### src/rtl/sim_dmi_sequencer.sv
// sim_dmi_sequencer: DMI master for simulation and FPGA harnesses.
//
// Host commands are queued in a small FIFO and issued one at a time as DMI requests. Busy
// responses are reissued after a fixed backoff until a retry limit is reached. The response
// wait is bounded by an optional timeout. Each non-exit command returns exactly one result.
// Exit commands update a sticky exit code and generate no DMI traffic.
//
// Ports:
//   clk, reset_n                       clock, asynchronous active-low reset
//   cmd_valid/cmd_ready                host command handshake (ready = FIFO not full)
//   cmd_addr/cmd_op/cmd_data           command: op 0 nop, 1 read, 2 write, 3 exit
//   res_valid/res_ready                result handshake
//   res_resp/res_data                  result: 0 ok, 2 failed/timeout, 3 busy
//   debug_req_*                        DMI request channel
//   debug_resp_*                       DMI response channel
//   exit                               0 while running, {code[30:0],1} after an exit command
//   timeout_err                        sticky flag, set when any command timed out
module sim_dmi_sequencer #(
  parameter int unsigned ADDR_BITS      = 7,
  parameter int unsigned DATA_BITS      = 32,
  parameter int unsigned CMD_DEPTH      = 4,
  parameter int unsigned MAX_RETRY      = 15,
  parameter int unsigned BACKOFF_CYCLES = 8,
  parameter int unsigned TIMEOUT        = 1024
) (
  input  logic                 clk,
  input  logic                 reset_n,
  input  logic                 cmd_valid,
  output logic                 cmd_ready,
  input  logic [ADDR_BITS-1:0] cmd_addr,
  input  logic [1:0]           cmd_op,
  input  logic [DATA_BITS-1:0] cmd_data,
  output logic                 res_valid,
  input  logic                 res_ready,
  output logic [1:0]           res_resp,
  output logic [DATA_BITS-1:0] res_data,
  output logic                 debug_req_valid,
  input  logic                 debug_req_ready,
  output logic [ADDR_BITS-1:0] debug_req_bits_addr,
  output logic [1:0]           debug_req_bits_op,
  output logic [DATA_BITS-1:0] debug_req_bits_data,
  input  logic                 debug_resp_valid,
  output logic                 debug_resp_ready,
  input  logic [1:0]           debug_resp_bits_resp,
  input  logic [DATA_BITS-1:0] debug_resp_bits_data,
  output logic [31:0]          exit,
  output logic                 timeout_err
);

  localparam int unsigned PtrW   = (CMD_DEPTH > 1) ? $clog2(CMD_DEPTH) : 1;
  localparam int unsigned RetryW = (MAX_RETRY > 0) ? $clog2(MAX_RETRY + 1) : 1;
  localparam int unsigned BoffW  = (BACKOFF_CYCLES > 1) ? $clog2(BACKOFF_CYCLES) : 1;
  localparam int unsigned TmoW   = (TIMEOUT > 1) ? $clog2(TIMEOUT) : 1;
  localparam int unsigned EntryW = ADDR_BITS + 2 + DATA_BITS;

  typedef enum logic [2:0] {StIdle, StReq, StWait, StBackoff, StReport} state_e;

  state_e state_q, state_d;

  // Command FIFO
  logic [EntryW-1:0]    fifo_q [CMD_DEPTH];
  logic [PtrW-1:0]      wr_ptr_q, rd_ptr_q;
  logic [PtrW:0]        count_q;
  logic                 init_q;
  logic                 full, empty, push, pop, exit_pop;
  logic [ADDR_BITS-1:0] head_addr;
  logic [1:0]           head_op;
  logic [DATA_BITS-1:0] head_data;

  // Sequencer state
  logic [RetryW-1:0]    retry_q, retry_d;
  logic [TmoW-1:0]      tmo_q, tmo_d;
  logic [BoffW-1:0]     boff_q, boff_d;
  logic [1:0]           res_resp_q, res_resp_d;
  logic [DATA_BITS-1:0] res_data_q, res_data_d;
  logic [31:0]          exit_q, exit_d;
  logic                 tmo_err_q, tmo_err_d;

  assign {head_addr, head_op, head_data} = fifo_q[rd_ptr_q];

  assign full  = (count_q == (PtrW + 1)'(CMD_DEPTH));
  assign empty = (count_q == '0);

  // init_q holds cmd_ready low for the first cycle after reset release.
  assign cmd_ready = init_q & ~full;
  assign push      = cmd_valid & cmd_ready;
  assign pop       = exit_pop | ((state_q == StReport) & res_ready);

  always_ff @(posedge clk) begin
    if (push) begin
      fifo_q[wr_ptr_q] <= {cmd_addr, cmd_op, cmd_data};
    end
  end

  always_ff @(posedge clk or negedge reset_n) begin
    if (!reset_n) begin
      init_q   <= 1'b0;
      wr_ptr_q <= '0;
      rd_ptr_q <= '0;
      count_q  <= '0;
    end else begin
      init_q <= 1'b1;
      if (push) begin
        wr_ptr_q <= wr_ptr_q + 1'b1;
      end
      if (pop) begin
        rd_ptr_q <= rd_ptr_q + 1'b1;
      end
      unique case ({push, pop})
        2'b10:   count_q <= count_q + 1'b1;
        2'b01:   count_q <= count_q - 1'b1;
        default: count_q <= count_q;
      endcase
    end
  end

  always_ff @(posedge clk or negedge reset_n) begin
    if (!reset_n) begin
      state_q    <= StIdle;
      retry_q    <= '0;
      tmo_q      <= '0;
      boff_q     <= '0;
      res_resp_q <= '0;
      res_data_q <= '0;
      exit_q     <= '0;
      tmo_err_q  <= 1'b0;
    end else begin
      state_q    <= state_d;
      retry_q    <= retry_d;
      tmo_q      <= tmo_d;
      boff_q     <= boff_d;
      res_resp_q <= res_resp_d;
      res_data_q <= res_data_d;
      exit_q     <= exit_d;
      tmo_err_q  <= tmo_err_d;
    end
  end

  always_comb begin
    state_d    = state_q;
    retry_d    = retry_q;
    tmo_d      = tmo_q;
    boff_d     = boff_q;
    res_resp_d = res_resp_q;
    res_data_d = res_data_q;
    exit_d     = exit_q;
    tmo_err_d  = tmo_err_q;
    exit_pop   = 1'b0;

    unique case (state_q)
      StIdle: begin
        if (!empty) begin
          if (head_op == 2'd3) begin
            exit_d   = {head_data[30:0], 1'b1};
            exit_pop = 1'b1;
          end else begin
            retry_d = '0;
            state_d = StReq;
          end
        end
      end
      StReq: begin
        if (debug_req_ready) begin
          tmo_d   = '0;
          state_d = StWait;
        end
      end
      StWait: begin
        if (debug_resp_valid) begin
          if ((debug_resp_bits_resp == 2'd3) && (retry_q < RetryW'(MAX_RETRY))) begin
            retry_d = retry_q + 1'b1;
            boff_d  = '0;
            state_d = StBackoff;
          end else begin
            res_resp_d = debug_resp_bits_resp;
            res_data_d = debug_resp_bits_data;
            state_d    = StReport;
          end
        end else if ((TIMEOUT != 0) && (tmo_q == TmoW'(TIMEOUT - 1))) begin
          res_resp_d = 2'd2;
          res_data_d = '0;
          tmo_err_d  = 1'b1;
          state_d    = StReport;
        end else begin
          tmo_d = tmo_q + 1'b1;
        end
      end
      StBackoff: begin
        if (boff_q == BoffW'(BACKOFF_CYCLES - 1)) begin
          state_d = StReq;
        end else begin
          boff_d = boff_q + 1'b1;
        end
      end
      StReport: begin
        if (res_ready) begin
          state_d = StIdle;
        end
      end
      default: state_d = StIdle;
    endcase
  end

  assign debug_req_valid     = (state_q == StReq);
  assign debug_req_bits_addr = debug_req_valid ? head_addr : '0;
  assign debug_req_bits_op   = debug_req_valid ? head_op : '0;
  assign debug_req_bits_data = debug_req_valid ? head_data : '0;

  // Accepting responses in IDLE drains late responses after a timeout; they are discarded.
  assign debug_resp_ready = init_q & ((state_q == StIdle) | (state_q == StWait));

  assign res_valid   = (state_q == StReport);
  assign res_resp    = res_resp_q;
  assign res_data    = res_data_q;
  assign exit        = exit_q;
  assign timeout_err = tmo_err_q;

endmodule

### config.mk
export PLATFORM = sky130hd
export DESIGN_NAME = sim_dmi_sequencer
export DESIGN_NICKNAME = d
export VERILOG_FILES = /design/src/rtl/sim_dmi_sequencer.sv
export SDC_FILE = /design/constraint.sdc
export NUM_CORES = 1
export LEC_CHECK = 0
export CORE_ASPECT_RATIO = 0.5
export CORE_MARGIN = 1
export CORE_UTILIZATION = 50
export CTS_CLUSTER_SIZE = 25
export DETAILED_ROUTE_END_ITERATION = 6
export PLACE_DENSITY = 0.78
export SLEW_MARGIN = 20
export SYNTH_ARGS = -nofsm -noshare
export SYNTH_HDL_FRONTEND = slang
export SYNTH_SLANG_ARGS = --single-unit
export TNS_END_PERCENT = 5
### constraint.sdc
create_clock -name clk -period 2.68 [get_ports clk]
set_input_delay 0.536 -clock clk [delete_from_list [all_inputs] [get_ports clk]]
set_output_delay 0.536 -clock clk [all_outputs]
set_load 0.03 [all_outputs]
# After elaboration in Yosys (flattened, before gate mapping)
# Memories as Yosys holds them, arrays and structs flattened.
# Index checks and enable logic that the tools add are counted.
# classes
addsub	7
magnitude_cmp	1
eq_ne	23
muxes	37
bitwise	9
reduce_logical	15
# op_table
cell	n
$mux W32	4
$mux W3	11
$mux W10	3
$pmux W10 S2	1
$ne A2 B2 Y1 const B	9
$mux W4	4
$pmux W3 S5	1
$pmux W3 S2	2
$add A10 B1 Y10 const B	1
$eq A10 B10 Y1 const B	1
$reduce_bool A2 Y1	5
$eq A3 B3 Y1 const B	3
$reduce_and A3 Y1	3
$mux W2	4
$pmux W4 S2	1
$reduce_and A4 Y1	2
$mux W7	1
$add A3 B1 Y3 const B	2
$eq A2 B2 Y1 const B	3
$eq A3 B2 Y1 const B	2
$logic_not A3 Y1	2
$reduce_and A6 Y1	1
$mux W1	5
$reduce_and A5 Y1	1
other kinds (12)	20
# totals
register_bits	95
ram_bits	164
in_bits	81
output_inout_bits	112
wordCells	105
memories	1
# memory_table
memory	words	word_bits	rd	rd_ports_with_merged_regs	write_ports	line	text
fifo_q	4	41	1	0	1	61	logic [EntryW-1:0] fifo_q [CMD_DEPTH];

# Longest topological paths before layout
# An unclocked memory read counts as a cell.
# depth
word_depth	8
ltp_mapped	12
depth_no_buf	11

# Least setup slack after synthesis
# Ideal clock, no wire load.
# synth_path
kind	reg-to-reg
startpoint	register count_q[0]
endpoint	memory fifo_q[0][0] (netlist name), enable pin
setup_ns	0.403
arrival_ns	2.325
required_ns	2.277
setup_slack_ns	-0.047
path_stages_with_launch	4
path_buffers	0
synth_period_minus_slack_ns	2.727
cell_sequence	dfrtp_1 > inv_1 > a31oi_1 > and3_1
# synth_via
elab_chain_len	6
# synth_rtl
element	line	text
from (decl)	63	logic [PtrW:0] count_q;
from (signal assigned)	110	2'b10: count_q <= count_q + 1'b1;
from (signal assigned)	111	2'b01: count_q <= count_q - 1'b1;
from (signal assigned)	112	default: count_q <= count_q;
$eq A3 B3 Y1	81	assign full = (count_q == (PtrW + 1)'(CMD_DEPTH));
$not A1 Y1	85	assign cmd_ready = init_q & ~full;
$and A1 B1 Y1	85	
via cmd_ready	29	output logic cmd_ready,
$and A1 B1 Y1	86	assign push = cmd_valid & cmd_ready;
$mux W1	90	if (push) begin
$mux W1 (not written as such)	91	fifo_q[wr_ptr_q] <= {cmd_addr, cmd_op, cmd_data};
to (decl)	61	
# The timed path passes the listed nets, and every way through them passes these cells.

# Worst setup path in the final report
# layout_path
startpoint	register rd_ptr_q[0]
endpoint	output port debug_req_bits_data[18]
# layout_via
elab_chain_len	2
# layout_rtl
element	line	text
from (decl)	62	logic [PtrW-1:0] wr_ptr_q, rd_ptr_q;
from (signal assigned)	107	rd_ptr_q <= rd_ptr_q + 1'b1;
$mem_v2 Z4 W41	n/a	
$mux W32	207	assign debug_req_bits_data = debug_req_valid ? head_data : '0;
to (decl)	41	output logic [DATA_BITS-1:0] debug_req_bits_data,
# Every way passes these cells.

==> flow_metrics.env <==
export IMPL_worstSetupPathType="register to output port"
export IMPL_hpwlAfterDp_mm=14.2
export IMPL_core_sq_um=19700
export IMPL_drtIter0Drc=300
export IMPL_ctsHtreeMaxLevel=1
export IMPL_start_util_pct=51.9
export IMPL_cp_num_buf_inv=3
export IMPL_routabilityCongestion=0.814
export IMPL_syn2layout_area_growth_pct=33.1
export IMPL_cts_tree="done"
export IMPL_p_leak_nw=5.28
export IMPL_viasPerCell=5.53
export IMPL_routedWlPerCell_um=20.5
export IMPL_use_met3_pct=4.33
export IMPL_max_stage_delay_ns=0.51
export IMPL_finalMaxSlewViolations=0
export IMPL_multi_input_area_sq_um=2800
export IMPL_dpl_cell_area_sq_um=12600
export IMPL_register_area_sq_um=7300
export IMPL_critical_path_top_delay_family="buffers and inverters"
export IMPL_synth_edff_count=164
export IMPL_cp_cell_sequence="buf_6 -> buf_12 -> mux4_2 -> and2_1 -> clkdlybuf4s15_2"
export IMPL_async_reset_ff_share_pct=36.7
export IMPL_hold_path_class="register to register"
export IMPL_final_cell_mix="edfxtp_1, clkdlybuf4s50_1, dfrtp_1"
export IMPL_clkPwrFrac_pct=21.4
export IMPL_end_kind="output port"
export IMPL_setup_viol=10
export IMPL_num_fill_cells=1327
export IMPL_holdWs_ns=0.467
export IMPL_cts_clk_slew_worst_paths_ns=0.07
export IMPL_yosysSeqAreaShare_pct=71.4
export IMPL_clock_latency_ns=0.53
export IMPL_antenna_found_initial=0
export IMPL_nets=903
export IMPL_maxCapViolCount=0
export IMPL_syn_inst=580
export IMPL_portBuffers=192
export IMPL_status="finished, violations left"
export IMPL_cts_buffers=23
export IMPL_grt_pass1_vias=6041
export IMPL_final_cell_area_sq_um=13600
export IMPL_track_usage_pct=20.9
export IMPL_critPathSlowestCell="mux4_2"
export IMPL_power_share_switching_pct=34.9
export IMPL_post_route_period_util_pct=102
export IMPL_grt_overflow_total=0
export IMPL_cts_sinks=259
export IMPL_final_core_util_pct=69.0
export IMPL_die_h_um=103
export IMPL_synth_top_area_share_pct=48.1
export IMPL_drive_above_1_share_pct=26.8
export IMPL_yosys_register_bits=259
export IMPL_core_rowCount=36
export IMPL_power_frac_comb_pct=43.6
export IMPL_rsz0062_at_grt="true"
export IMPL_power_frac_seq_pct=35.0
export IMPL_cp_max_fo=6
export IMPL_grtUsageMet1_pct=27.6
export IMPL_die_w_um=204
export IMPL_grt_busiest_layer="met2"
export IMPL_fin_ws_ns=-0.0531
export IMPL_synth_nets=671
export IMPL_worst_slew_pin_slew_ns=0.613
export IMPL_die_area_sq_um=21100
export IMPL_synth_top_area_cell="edfxtp_1"
export IMPL_layout_commonest_cell="edfxtp_1"
export IMPL_grt_pass1_wl_mm=33.3
export IMPL_p_per_area_nw_per_um2=1170
export IMPL_layout_cells_non_filler=1095
export IMPL_max_freq_mhz=366
export IMPL_grt_use_met2_pct=36.5
export IMPL_antenna_left=0
export IMPL_netlist_area_sq_um=10200
export IMPL_cts_root_buf="clkbuf_16"
export IMPL_synth_warnings=0
export IMPL_finalHoldViolations=0
export IMPL_switching_power_mw=5.57
export IMPL_ios=193
export IMPL_antenna_cells=0
export IMPL_vias=6051
export IMPL_grt_max_degree=61
export IMPL_fin_skew_ns=0.0118
export IMPL_place_inst=1033
export IMPL_synth_ff_type="edfxtp_1"
export IMPL_syn_area_per_cell_sq_um=17.6
export IMPL_drc_errors=0
export IMPL_intPower_mw=10.4
export IMPL_drt_total_wl_mm=22.4
export IMPL_synth_area_leaders="edfxtp_1, dfrtp_1, mux4_2"
export IMPL_required_ns=2.14
export IMPL_arrival_ns=2.20
export IMPL_violations="setup timing"
export IMPL_fin_crit_ns=2.73
export IMPL_crit_path_start_kind="register"
export IMPL_pre_cts_ws_ns=0.141
export IMPL_firstDrtPassIters=4
export IMPL_maxSlewHeadroom_pct=58.9
export IMPL_ys_types=45
export IMPL_clk_path_buf_depth=3
export IMPL_vdd_ir_drop_max_v=0.000763
==> sequential cells by signal (all words and copies together) (netlist names) <==
name         flops
exit            32
res_resp         2
fifo_q         164
rd_ptr_q         2
retry_q          4
boff_q           3
tmo_q           10
state_q          3
count_q          3
res_data        32
timeout_err      1
init_q           1
wr_ptr_q         2
==> cell usage after synthesis, types with 2 or more instances <==
| master | n |
|---|---|
| nor3b_1 | 3 |
| mux4_2 | 41 |
| nand4_1 | 4 |
| a21oi_1 | 6 |
| inv_1 | 13 |
| a211o_1 | 2 |
| a22o_1 | 34 |
| nor3_1 | 4 |
| or4_1 | 2 |
| o2bb2ai_1 | 2 |
| and3_1 | 11 |
| mux2i_1 | 3 |
| a22oi_1 | 2 |
| dfrtp_1 | 95 |
| mux2_2 | 33 |
| nand2_1 | 12 |
| o21ai_0 | 9 |
| clkbuf_1 | 14 |
| ha_1 | 9 |
| buf_2 | 11 |
| or4b_1 | 2 |
| xor2_1 | 5 |
| edfxtp_1 | 164 |
| nor2b_1 | 3 |
| o31ai_1 | 2 |
| or3_1 | 5 |
| a31oi_1 | 2 |
| nand3_1 | 14 |
| and2_1 | 45 |
| nand2b_1 | 2 |
| buf_4 | 2 |
| o41ai_1 | 2 |
| xnor2_1 | 2 |
| o211ai_1 | 5 |
| nor2_1 | 5 |
==> cell families (layout without fill, tap and decap cells) <==
group | count (synthesis) | count (layout) | share of synthesized area [%]
other cells | 1 | 1 | 0.0367
xor+xnor | 7 | 7 | 0.599
buf+inv | 42 | 291 | 1.76
compound gates | 70 | 70 | 5.30
simple gates | 114 | 114 | 6.68
mux | 77 | 77 | 13.0
flops | 259 | 259 | 71.4
fa+ha+maj | 10 | 10 | 1.30
==> final cells by class <==
cell class | count | area share (%)
Multi-Input combinational cell | 279 | 20.6
Clock inverter | 9 | 0.809
Clock buffer | 33 | 4.95
Tap cell | 266 | 2.44
Inverter | 13 | 0.358
Sequential cell | 259 | 53.7
Timing Repair Buffer | 236 | 17.2
==> path summary, 6_finish.rpt <==
check / start / end / slack (ns) / cells after the start
max: rd_ptr_q[0] / debug_req_bits_data[18] / -0.05 / 5
min: timeout_err / timeout_err / 0.47 / 2
max reg2reg: rd_ptr_q[0] / count_q[2] / 0.10 / 11
min reg2reg: timeout_err / timeout_err / 0.47 / 2
max in group asynchronous: reset_n / res_data[24] / 1.42 / 3
min in group asynchronous: reset_n / res_data[19] / 0.53 / 2
==> metal layers <==
metal  part of all wire [%]  routed length [um]  up-vias
met1                     42                9470     3139
met2                     51               11400      157
met3                    5.5                1230       29
li1                       -                   -     2726
met4                    1.6                 351        0
met5                      0                   0        -
==> metrics by stage <==
stage | setup TNS, ns | power, mW
6_report | -0.251 | 16.0
4_1_cts | -1.85 | 15.6
3_5_place_dp | 0 | 12.2
5_1_grt | -1.47 | 16.7
2_1_floorplan | -5.75 | 9.61
3_3_place_gp | 0 | 12.1
==> worst register-to-register path: cells and delay by family, from the launching register on <==
kind          cells  cell delay [ns]
simple gates      3             0.42
fa+ha+maj         2             0.56
buf+inv           3             0.37
flops             1             0.44
xor+xnor          2             0.33
mux               1             0.39
==> power groups by stage <==
stage	clock (mW)	sequential (mW)	combinational [mW]
CTS	3.49	5.60	6.53
finish	3.41	5.60	6.96
global placement	0	5.62	6.45
detailed placement	0	5.67	6.56
global route	3.63	5.69	7.38
floorplan	0	6.51	3.10
==> timing repair <==
item | 4_1_cts | 5_1_grt
hold buffers | 1 | 0
buffers inserted | 0 | 16
resized for setup | 65 | 90
setup endpoints to repair | 32 | 29
endpoints found under the hold margin | 19 | 0
pin swaps | 0 | 3
gates cloned | 0 | 3
Note: power is estimated with default switching activity, not from simulation.
